--- src/rtl/if_pkg.sv ---
// Shared types for the instruction-fetch unit.
// Fetch FSM states, data width and the buffered fetch entry.
package if_pkg;

    localparam int XLEN = 32;

    typedef enum logic [1:0] {
        FETCH = 2'd0,
        END   = 2'd1,
        FAULT = 2'd2
    } if_state_e;

    typedef struct packed {
        logic [XLEN-1:0] pc;
        logic [XLEN-1:0] inst;
    } fetch_entry_t;

    // pc+4 with one extra bit so a 32-bit wrap still reads as "too large"
    function automatic logic [XLEN:0] pc_plus4_ext(input logic [XLEN-1:0] pc);
        return {1'b0, pc} + (XLEN+1)'(4);
    endfunction

endpackage

--- src/rtl/inst_fetch_if.sv ---
// Bundle of instruction-memory, redirect and decode handshake signals.
// master = fetch unit, slave = the memory/decode/execute side.
interface inst_fetch_if;
    import if_pkg::*;

    logic [XLEN-1:0] mem_addr;
    logic            mem_nrd;
    logic [XLEN-1:0] mem_data;
    logic            redirect;
    logic [XLEN-1:0] redirect_pc;
    logic            inst_valid;
    logic            inst_ready;
    logic [XLEN-1:0] inst;
    logic [XLEN-1:0] inst_pc;
    logic            fault;

    modport master (
        output mem_addr, mem_nrd, inst_valid, inst, inst_pc, fault,
        input  mem_data, redirect, redirect_pc, inst_ready
    );

    modport slave (
        input  mem_addr, mem_nrd, inst_valid, inst, inst_pc, fault,
        output mem_data, redirect, redirect_pc, inst_ready
    );

endinterface

--- src/rtl/fetch_fifo.sv ---
// Two-entry FIFO of {pc, inst} fetch entries.
// Flush has priority over push/pop; the head entry is always on head_o.
module fetch_fifo
    import if_pkg::*;
(
    input  logic         clk,
    input  logic         nrst,
    input  logic         push_i,
    input  logic         pop_i,
    input  logic         flush_i,
    input  fetch_entry_t wdata_i,
    output fetch_entry_t head_o,
    output logic [1:0]   count_o
);

    fetch_entry_t mem_q [2];
    logic         wp_q, wp_d;
    logic         rp_q, rp_d;
    logic [1:0]   cnt_q, cnt_d;
    logic         do_pop;

    assign do_pop = pop_i & (cnt_q != 2'd0);

    // next pointers and occupancy
    always_comb begin
        wp_d  = wp_q;
        rp_d  = rp_q;
        cnt_d = cnt_q;
        if (flush_i) begin
            wp_d  = 1'b0;
            rp_d  = 1'b0;
            cnt_d = 2'd0;
        end else begin
            if (push_i) wp_d = ~wp_q;
            if (do_pop) rp_d = ~rp_q;
            cnt_d = cnt_q + {1'b0, push_i} - {1'b0, do_pop};
        end
    end

    // pointer and count registers
    always_ff @(posedge clk or negedge nrst) begin
        if (!nrst) begin
            wp_q  <= 1'b0;
            rp_q  <= 1'b0;
            cnt_q <= 2'd0;
        end else begin
            wp_q  <= wp_d;
            rp_q  <= rp_d;
            cnt_q <= cnt_d;
        end
    end

    // entry storage; cleared on reset so the head reads zero
    always_ff @(posedge clk or negedge nrst) begin
        if (!nrst) begin
            mem_q[0] <= '0;
            mem_q[1] <= '0;
        end else if (push_i && !flush_i) begin
            mem_q[wp_q] <= wdata_i;
        end
    end

    assign head_o  = mem_q[rp_q];
    assign count_o = cnt_q;

endmodule

--- src/rtl/inst_fetch.sv ---
// Instruction-fetch unit: owns the pc, reads memory, buffers two entries.
// Optional misaligned-redirect trap enabled by defining IF_ALIGN_CHECK_EN.
module inst_fetch
    import if_pkg::*;
#(
    parameter logic [XLEN-1:0] RESET_PC  = 32'h0000_0000,
    parameter int unsigned     MEM_BYTES = 100
)
(
    input  logic        clk,
    input  logic        nrst,
    inst_fetch_if.master bus
);

    if_state_e       state_q, state_d;
    logic [XLEN-1:0] pc_q, pc_d;
    logic [XLEN-1:0] tgt;
    logic            misaligned;
    logic            end_hit;
    logic            pop;
    logic            rd;
    logic            flush;
    logic [1:0]      count;
    fetch_entry_t    head;
    fetch_entry_t    wentry;

`ifdef IF_ALIGN_CHECK_EN
    assign tgt        = bus.redirect_pc;
    assign misaligned = bus.redirect_pc[1:0] != 2'b00;
`else
    logic unused_lo;
    assign unused_lo  = ^bus.redirect_pc[1:0];
    assign tgt        = {bus.redirect_pc[XLEN-1:2], 2'b00};
    assign misaligned = 1'b0;
`endif

    assign end_hit = pc_plus4_ext(pc_q) > (XLEN+1)'(MEM_BYTES);
    assign pop     = bus.inst_valid & bus.inst_ready;

    // next-state, next-pc, read strobe and flush decode
    always_comb begin
        state_d = state_q;
        pc_d    = pc_q;
        rd      = 1'b0;
        flush   = 1'b0;
        unique case (state_q)
            FETCH: begin
                if (bus.redirect) begin
                    flush = 1'b1;
                    if (misaligned) begin
                        state_d = FAULT;
                    end else begin
                        pc_d    = tgt;
                        state_d = FETCH;
                    end
                end else if (end_hit) begin
                    state_d = END;
                end else if (count != 2'd2 || pop) begin
                    rd   = 1'b1;
                    pc_d = pc_q + XLEN'(4);
                end
            end
            END: begin
                if (bus.redirect) begin
                    flush = 1'b1;
                    if (misaligned) begin
                        state_d = FAULT;
                    end else begin
                        pc_d    = tgt;
                        state_d = FETCH;
                    end
                end
            end
            FAULT: begin
                state_d = FAULT;
            end
            default: begin
                state_d = FETCH;
            end
        endcase
    end

    // state and pc registers
    always_ff @(posedge clk or negedge nrst) begin
        if (!nrst) begin
            state_q <= FETCH;
            pc_q    <= RESET_PC;
        end else begin
            state_q <= state_d;
            pc_q    <= pc_d;
        end
    end

    assign wentry = '{pc: pc_q, inst: bus.mem_data};

    fetch_fifo u_fifo (
        .clk     (clk),
        .nrst    (nrst),
        .push_i  (rd),
        .pop_i   (pop),
        .flush_i (flush),
        .wdata_i (wentry),
        .head_o  (head),
        .count_o (count)
    );

    assign bus.mem_addr   = pc_q;
    assign bus.mem_nrd    = ~(rd & nrst);
    assign bus.inst_valid = count != 2'd0;
    assign bus.inst       = head.inst;
    assign bus.inst_pc    = head.pc;
`ifdef IF_ALIGN_CHECK_EN
    assign bus.fault      = state_q == FAULT;
`else
    assign bus.fault      = 1'b0;
`endif

endmodule

--- src/flat_wrapper.sv ---
// flat-port wrapper written by rule: the top's interface ports become plain ports
module inst_fetch_flat import if_pkg::*;
#(
    parameter logic [XLEN-1:0] RESET_PC  = 32'h0000_0000,
    parameter int unsigned     MEM_BYTES = 100
)
  (clk, nrst, bus_mem_addr, bus_mem_nrd, bus_inst_valid, bus_inst, bus_inst_pc, bus_fault, bus_mem_data, bus_redirect, bus_redirect_pc, bus_inst_ready);
  inst_fetch_if bus_i ();
  input  logic clk;
  input  logic nrst;
  output wire logic [$bits(bus_i.mem_addr)-1:0] bus_mem_addr;
  output wire logic [$bits(bus_i.mem_nrd)-1:0] bus_mem_nrd;
  output wire logic [$bits(bus_i.inst_valid)-1:0] bus_inst_valid;
  output wire logic [$bits(bus_i.inst)-1:0] bus_inst;
  output wire logic [$bits(bus_i.inst_pc)-1:0] bus_inst_pc;
  output wire logic [$bits(bus_i.fault)-1:0] bus_fault;
  input wire logic [$bits(bus_i.mem_data)-1:0] bus_mem_data;
  input wire logic [$bits(bus_i.redirect)-1:0] bus_redirect;
  input wire logic [$bits(bus_i.redirect_pc)-1:0] bus_redirect_pc;
  input wire logic [$bits(bus_i.inst_ready)-1:0] bus_inst_ready;
  assign bus_mem_addr = bus_i.mem_addr;
  assign bus_mem_nrd = bus_i.mem_nrd;
  assign bus_inst_valid = bus_i.inst_valid;
  assign bus_inst = bus_i.inst;
  assign bus_inst_pc = bus_i.inst_pc;
  assign bus_fault = bus_i.fault;
  assign bus_i.mem_data = bus_mem_data;
  assign bus_i.redirect = bus_redirect;
  assign bus_i.redirect_pc = bus_redirect_pc;
  assign bus_i.inst_ready = bus_inst_ready;
  inst_fetch #(.RESET_PC(RESET_PC), .MEM_BYTES(MEM_BYTES)) u_core (.clk(clk), .nrst(nrst), .bus(bus_i));
endmodule
--- config.mk ---
export PLATFORM = sky130hd
export DESIGN_NAME = inst_fetch_flat
export DESIGN_NICKNAME = d
export VERILOG_FILES = /design/src/rtl/if_pkg.sv /design/src/rtl/inst_fetch_if.sv /design/src/rtl/fetch_fifo.sv /design/src/rtl/inst_fetch.sv /design/src/flat_wrapper.sv
export SDC_FILE = /design/constraint.sdc
export NUM_CORES = 1
export LEC_CHECK = 0
export ABC_AREA = 1
export CAP_MARGIN = 5
export CORE_UTILIZATION = 40
export DETAILED_ROUTE_END_ITERATION = 7
export SETUP_SLACK_MARGIN = 0.02
export SLEW_MARGIN = 0
export SYNTH_ARGS = -nofsm -noshare
export SYNTH_HDL_FRONTEND = slang
export SYNTH_SLANG_ARGS = --single-unit
--- constraint.sdc ---
create_clock -name clk -period 3.5 [get_ports clk]
set_input_delay 1.05 -clock clk [delete_from_list [all_inputs] [get_ports clk]]
set_output_delay 1.05 -clock clk [all_outputs]
set_load 0.02 [all_outputs]
==> results of run 1 <==
metrics by stage:
stage | instances | power, mW | TNS (ns)
after CTS | 1648 | 5.46 | -0.214
after floorplan | 1207 | 2.86 | 0
after global placement | 1604 | 3.45 | 0
final | 1661 | 5.51 | -0.238
after detailed placement | 1604 | 3.46 | 0
after global routing | 1660 | 5.81 | -0.417
state kept, by name (all words and copies together) (netlist names):
signal,count
u_core.u_fifo.wp_q,1
u_core.u_fifo.mem_q,124
u_core.state_q,2
u_core.bus.mem_addr,30
u_core.u_fifo.count_o,2
u_core.u_fifo.rp_q,1
worst max-delay path: cells and delay by family, from the launching register on:
family                   cells  cell delay, ns
XOR/XNOR                     1            0.29
adder cells (fa/ha/maj)      1            0.19
buffers and inverters        2            0.26
flip-flops                   1            0.43
AND/OR/NAND/NOR             10            1.08
where the power goes:
group	switching (mW)	total (mW)	internal (mW)
Clock	0.882	1.91	1.03
Sequential	0.163	2.11	1.95
Combinational	0.885	1.49	0.605
Total	1.93	5.51	3.58
what timing repair did:
action | in CTS | in global routing
resized for setup | 26 | 37
hold endpoints to repair | 0 | 0
buffers inserted | 12 | 12
pin swaps | 14 | 24
endpoints found under the setup margin | 1 | 1
worst min-delay path by stage:
stage,endpoint,slack (ns),cells after the start,from
after global placement,u_core.state_q[1]$_DFFE_PN0P_,0.43,1,u_core.state_q[0]$_DFFE_PN0P_
after detailed placement,u_core.state_q[1]$_DFFE_PN0P_,0.45,1,u_core.state_q[0]$_DFFE_PN0P_
after global routing,u_core.state_q[1]$_DFFE_PN0P_,0.48,1,u_core.state_q[0]$_DFFE_PN0P_
final,u_core.state_q[1]$_DFFE_PN0P_,0.45,1,u_core.state_q[0]$_DFFE_PN0P_
after floorplan,u_core.state_q[1]$_DFFE_PN0P_,0.42,1,u_core.state_q[0]$_DFFE_PN0P_
after CTS,u_core.state_q[1]$_DFFE_PN0P_,0.46,1,u_core.state_q[0]$_DFFE_PN0P_
synthesized netlist by cell type:
library cell  number  area share [%]
a21oi_1            2            0.12
and2_1             3            0.22
buf_1              4            0.18
buf_2             21             1.2
buf_4              7            0.62
buf_6              4            0.53
clkbuf_1          25             1.1
clkinv_1           1           0.044
conb_1             1           0.044
dfrtp_1          160              47
ha_1               4            0.59
inv_1             89             3.9
inv_2              4            0.18
nand2_1          519              23
nand2_2            4            0.29
nand3_1          118             7.0
nand3_2            3            0.35
nand3b_1           5            0.44
nand4_1           10            0.74
nor2_1           105             4.6
nor2_2             6            0.44
nor2_4             6            0.80
nor3_1             3            0.18
nor3_2             1            0.12
o21ai_0           57             3.4
o21ai_1           32             1.9
o21bai_1           1           0.089
o22ai_1            2            0.15
or2_2              2            0.15
xnor2_1            3            0.31
xor2_1             1            0.10
cells by family (layout without fill, tap and decap cells):
kind of cell             Yosys count  count (layout)  synth area share, %
buffers and inverters            155             338                 7.83
XOR/XNOR                           4               4                0.413
AND/OR/NAND/NOR                  785             785                 38.3
flip-flops                       160             160                 47.2
other                              1               6               0.0442
adder cells (fa/ha/maj)            4               4                0.590
AO/OA/AOI/OAI                     94              94                 5.61
area by class of cell:
class | instances | area [um^2] | share of cell area [%]
multi-input combinational | 892 | 4030 | 35.3
sequential | 160 | 4010 | 35.2
timing repair buffer | 212 | 2050 | 18.0
clock buffer | 17 | 425 | 3.73
inverter | 94 | 358 | 3.14
tap | 270 | 338 | 2.96
clock inverter | 15 | 196 | 1.72
antenna | 1 | 2.50 | 0.0219
per-layer routing:
metal  part of all wire [%]  vias to the layer above  wire length, um  global-route usage, %
met1                     47                     3772            11000                   30.4
met3                    4.5                       26             1080                   3.89
met2                     47                      202            11100                   36.3
li1                       -                     4097                -                      -
met4                    1.7                        0              399                   7.78
met5                      0                        -                0                      0
==> key figures, run 1 <==
Run status
  – Status: finished, violations left
  – Failing checks: negative setup slack

Worst setup path
  – Crit. Startpoint: u_core.bus.mem_addr[2]$_DFFE_PN0P_
  – R2R Path Start: u_core.bus.mem_addr[2]$_DFFE_PN0P_
  – CP Cell Sequence: ha_4 -> buf_4 -> nand3_4 -> xor2_1 -> nor2_1 -> nor2_1 -> nand2_1 -> nor2_1 -> nand2_1 -> nor2_2 -> nand4_1 -> nor2_4 -> nand2_2 -> buf_6
  – Crit-path max FO: 4
  – Crit. End Element: primary output
  – Most numerous cell on the critical path: nor2_1
  – WP data arrival: 2.69 ns
  – WS Path Type: flip-flop to primary output
  – R2R depth: 18
  – Crit path launch type: flip-flop
  – Slowest library cell on the worst path: dfrtp_1
  – Worst R2R End: u_core.u_fifo.count_o[1]$_DFF_PN0_
  – Critical Path Max Stage Delay: 0.43 ns
  – WP data required: 2.45 ns
  – Reg-to-reg slack, setup: 0.34 ns
  – Critical path capture point: bus_mem_nrd

GRT
  – Total track usage: 22.5%
  – GRT overflow: 0
  – Largest net degree at the start of global routing: 161
  – Vias in the first global route: 7662
  – First-pass GRT wire length: 38600 um
  – Initial antenna violation count: 1

CTS
  – CTS tree: yes
  – Hold_buf cts: 0
  – CTS Buf Count: 17
  – H-tree depth: 4
  – Root Buffer: clkbuf_16
  – Clock sinks: 160
  – Worst skew pair latency: 0.43 ns
  – Clock slew at reported path FFs: 0.07 ns
  – Longest Clk Path Bufs: 2

Worst hold path
  – Hold Crit Class: flip-flop to flip-flop

Synth
  – Mean Syn Cell Area: 7.05 um^2
  – Seq/Total Area, Yosys: 47.2%
  – Flops & latches, synth: 160
  – Synth warnings: 0
  – Synth unique cells: 31
  – Post-Syn Area: 8480 um^2
  – Mapped Cells: 1203

Detailed routing
  – Vias per cell: 4.87
  – First-pass DRT Iterations: 5
  – Post-route ant nets: 0
  – Vias: 8097
  – WL per Instance: 14.2 um
  – Starting DRT DRC Count: 517
  – Final routed DRC violation total: 0
  – Total wire length: 23700 um

Pwr
  – Peak VDD IR: 0.000357 V
  – Leakage: 5.80 nW
  – Power Density: 483 nW/um^2

Floorplanning
  – Initial Util: 41.4%
  – Ports: 167
  – Core Region: 20500 um^2
  – Die Height: 148 um
  – Die footprint: 21800 um^2
  – Number of core rows: 52
  – Die X-Extent: 148 um

STA
  – Relative slew slack: 37.1%
  – FMAX: 0.267 GHz
  – Least-Margin Pin Slew: 0.943 ns
  – Finish-stage setup viols: 1
  – RSZ-0062 raised after global routing: yes
  – Setup Skew: 0.0148 ns
  – Max-slew violations: 0
  – Final setup margin: -0.238 ns
  – Fin crit period: 3.74 ns
  – Final hold slack: 0.451 ns
  – Final hold violations: 0
  – Final worst-path cycle share: 107%

Cells and area
  – Utilization after layout: 55.7%
  – Post-layout instance area: 11400 um^2
  – Area Growth Syn to Fin: 34.5%
  – Most common cell after layout, fill and taps aside: nand2_1
  – Fillers: 2015
  – Commonest cells after routing, fill and taps aside: nand2_1, clkdlybuf4s50_1, dfrtp_1, nand3_1, nor2_1
  – Nets@finish: 1449
  – Share of post-route cells with drive strength above 1: 11.7%

Placed design
  – Buffers on Ports: 159
  – DP Worst Slack: 0.136 ns
  – Gp weighted congestion: 0.880
  – Post-DP HPWL: 15600 um
  – DP Area: 10400 um^2

Job
  – Max Cap Violations: 0
Power figures use the tool's default switching activity.
==> run 2: changes to the inputs <==
- CORE_MARGIN: unset -> 5
==> run 2 against run 1 <==
Against the previous run: clock power grew 4%; the flow still finishes with violations (negative setup slack); critical endpoint unchanged; sequential cell count unchanged; die area rose by 11%; critical path type unchanged; utilization is 1.7 points higher; hold slack got worse by 0.0051 ns; sequential power is 2% lower; first-iteration DRC count fell by 6.0%; power rose by 6.9%; worst setup slack improved by 0.033 ns; global-route usage decreased by 1.4 points.
==> key figures, run 2 (same netlist as run 1, synthesis figures left out) <==
Placed design
  – DP Area: 11200 um^2
  – Post-DP HPWL: 17500 um
  – Gp weighted congestion: 0.907
  – DP Worst Slack: -0.203 ns
  – Buffers on Ports: 159
  – Inst Count DP: 1723

Worst setup path
  – CP Cell Sequence: ha_4 -> nand2_4 -> nor2_4 -> nand3_4 -> nor2_4 -> nand2_1 -> nand2_1 -> nand2_2 -> nor2_2 -> nand2_1 -> nor2_2 -> nand4_1 -> nor2_4 -> nand2_2 -> buf_6
  – Crit-path max FO: 7
  – WS Path Type: flip-flop to primary output
  – Crit. End Element: primary output
  – R2R depth: 19
  – WP data required: 2.45 ns
  – Critical Path Max Stage Delay: 0.41 ns
  – WP data arrival: 2.66 ns
  – Crit path launch type: flip-flop
  – Slowest library cell on the worst path: dfrtp_1

STA
  – Least-Margin Pin Slew: 1.03 ns
  – Final setup margin: -0.206 ns
  – FMAX: 0.270 GHz
  – Max-slew violations: 0
  – Final hold slack: 0.446 ns
  – Fin crit period: 3.71 ns
  – Finish-stage setup viols: 1
  – Final worst-path cycle share: 106%
  – Relative slew slack: 31.6%
  – Final hold violations: 0
  – Fin Setup TNS: -0.206 ns
  – RSZ-0062 raised after global routing: yes
  – Setup Skew: 0.0111 ns

GRT
  – Total track usage: 21.0%
  – GRT overflow: 0
  – Initial antenna violation count: 1
  – Vias in the first global route: 8011
  – First-pass GRT wire length: 41300 um
  – Largest net degree at the start of global routing: 80

CTS
  – Worst skew pair latency: 0.43 ns
  – Clock sinks: 160
  – CTS tree: yes
  – CTS Buf Count: 17
  – Longest Clk Path Bufs: 2
  – Root Buffer: clkbuf_16
  – H-tree depth: 4
  – Clock slew at reported path FFs: 0.07 ns

Cells and area
  – Commonest cells after routing, fill and taps aside: nand2_1, clkdlybuf4s50_1, dfrtp_1, buf_4, nand3_1
  – Nets@finish: 1543
  – Utilization after layout: 57.3%
  – Fillers: 2038
  – Largest reg by FF count: u_core.u_fifo.mem_q
  – Area Growth Syn to Fin: 41.7%
  – N_diodes: 0
  – Post-layout instance area: 12000 um^2
  – Finished Layout Cells: 1759
  – Most common cell after layout, fill and taps aside: nand2_1
  – Share of post-route cells with drive strength above 1: 16.1%
  – Max reg flops: 124

Floorplanning
  – Ports: 167
  – Initial Util: 40.5%
  – Die footprint: 24200 um^2
  – Number of core rows: 53
  – Die X-Extent: 156 um
  – Die Height: 156 um
  – Core Region: 21000 um^2

Worst hold path
  – Hold Crit Class: flip-flop to flip-flop
  – Worst Hold Depth: 1

Detailed routing
  – Starting DRT DRC Count: 486
  – Vias per cell: 4.77
  – WL per Instance: 14.4 um
  – Total wire length: 25300 um
  – Vias: 8397
  – Final routed DRC violation total: 0
  – First-pass DRT Iterations: 5
  – Post-route ant nets: 0

Pwr
  – Leakage: 6.23 nW
  – Total chip power: 5.90 mW
  – Peak VDD IR: 0.000311 V
  – Power Density: 491 nW/um^2

Job
  – Max Cap Violations: 0

Run status
  – Status: finished, violations left
  – Failing checks: negative setup slack
==> run 2: cell count changes in the layout (fill, tap and decap cells not counted), sizes merged <==
cell	before	now
buf	55	149
bufinv	1	3
clkbuf	17	18
clkinv	7	4
clkinvlp	1	2
diode	1	0
inv	100	99
==> run 2: worst paths after layout <==
kind / start / endpoint / slack [ns]
max: u_core.bus.mem_addr[2]$_DFFE_PN0P_ / bus_mem_nrd / -0.21
min: u_core.state_q[0]$_DFFE_PN0P_ / u_core.state_q[1]$_DFFE_PN0P_ / 0.45
max reg2reg: u_core.bus.mem_addr[2]$_DFFE_PN0P_ / u_core.u_fifo.count_o[1]$_DFF_PN0_ / 0.43
min reg2reg: u_core.state_q[0]$_DFFE_PN0P_ / u_core.state_q[1]$_DFFE_PN0P_ / 0.45
max in group asynchronous: nrst / u_core.bus.mem_addr[5]$_DFFE_PN0P_ / 1.56
min in group asynchronous: nrst / u_core.u_fifo.mem_q[117]$_DFFE_PN0P_ / 0.60
==> run 2: what timing repair did <==
action | 4_1_cts | 5_1_grt
gates resized for setup | 13 | 31
pin swaps | 6 | 20
hold buffers | 0 | 0
endpoints found under the setup margin | 1 | 2
setup buffers | 0 | 4
==> run 2: critical path, delay by kind of cell (launching register included) <==
family	cells	cell delay, ns
and+or+nand+nor	13	1.48
adders and majority gates	1	0.18
buffers and inverters	1	0.15
DFF	1	0.41
==> run 2: layer usage <==
| metal | GRT usage [%] | vias to the layer above | share of wire (%) |
|---|---|---|---|
| li1 | - | 4271 | - |
| met1 | 31.0 | 3900 | 48 |
| met2 | 32.0 | 193 | 45 |
| met3 | 3.55 | 31 | 4.9 |
| met4 | 6.04 | 2 | 1.6 |
| met5 | 0 | - | 0.051 |
==> run 2: cell type report <==
cell class,instances,area (um^2),area share (%)
clock inverters,14,198,1.65
inverters,94,353,2.94
clock buffers,18,439,3.65
repair buffers,306,2730,22.7
multi-input cells,892,3940,32.8
flip-flops and latches,160,4010,33.4
well taps,275,344,2.86
==> run 2: report_power, final <==
group          internal, mW  switching (mW)
clock                  1.17           0.823
sequential             1.95           0.118
combinational         0.841            1.00
total                  3.96            1.94
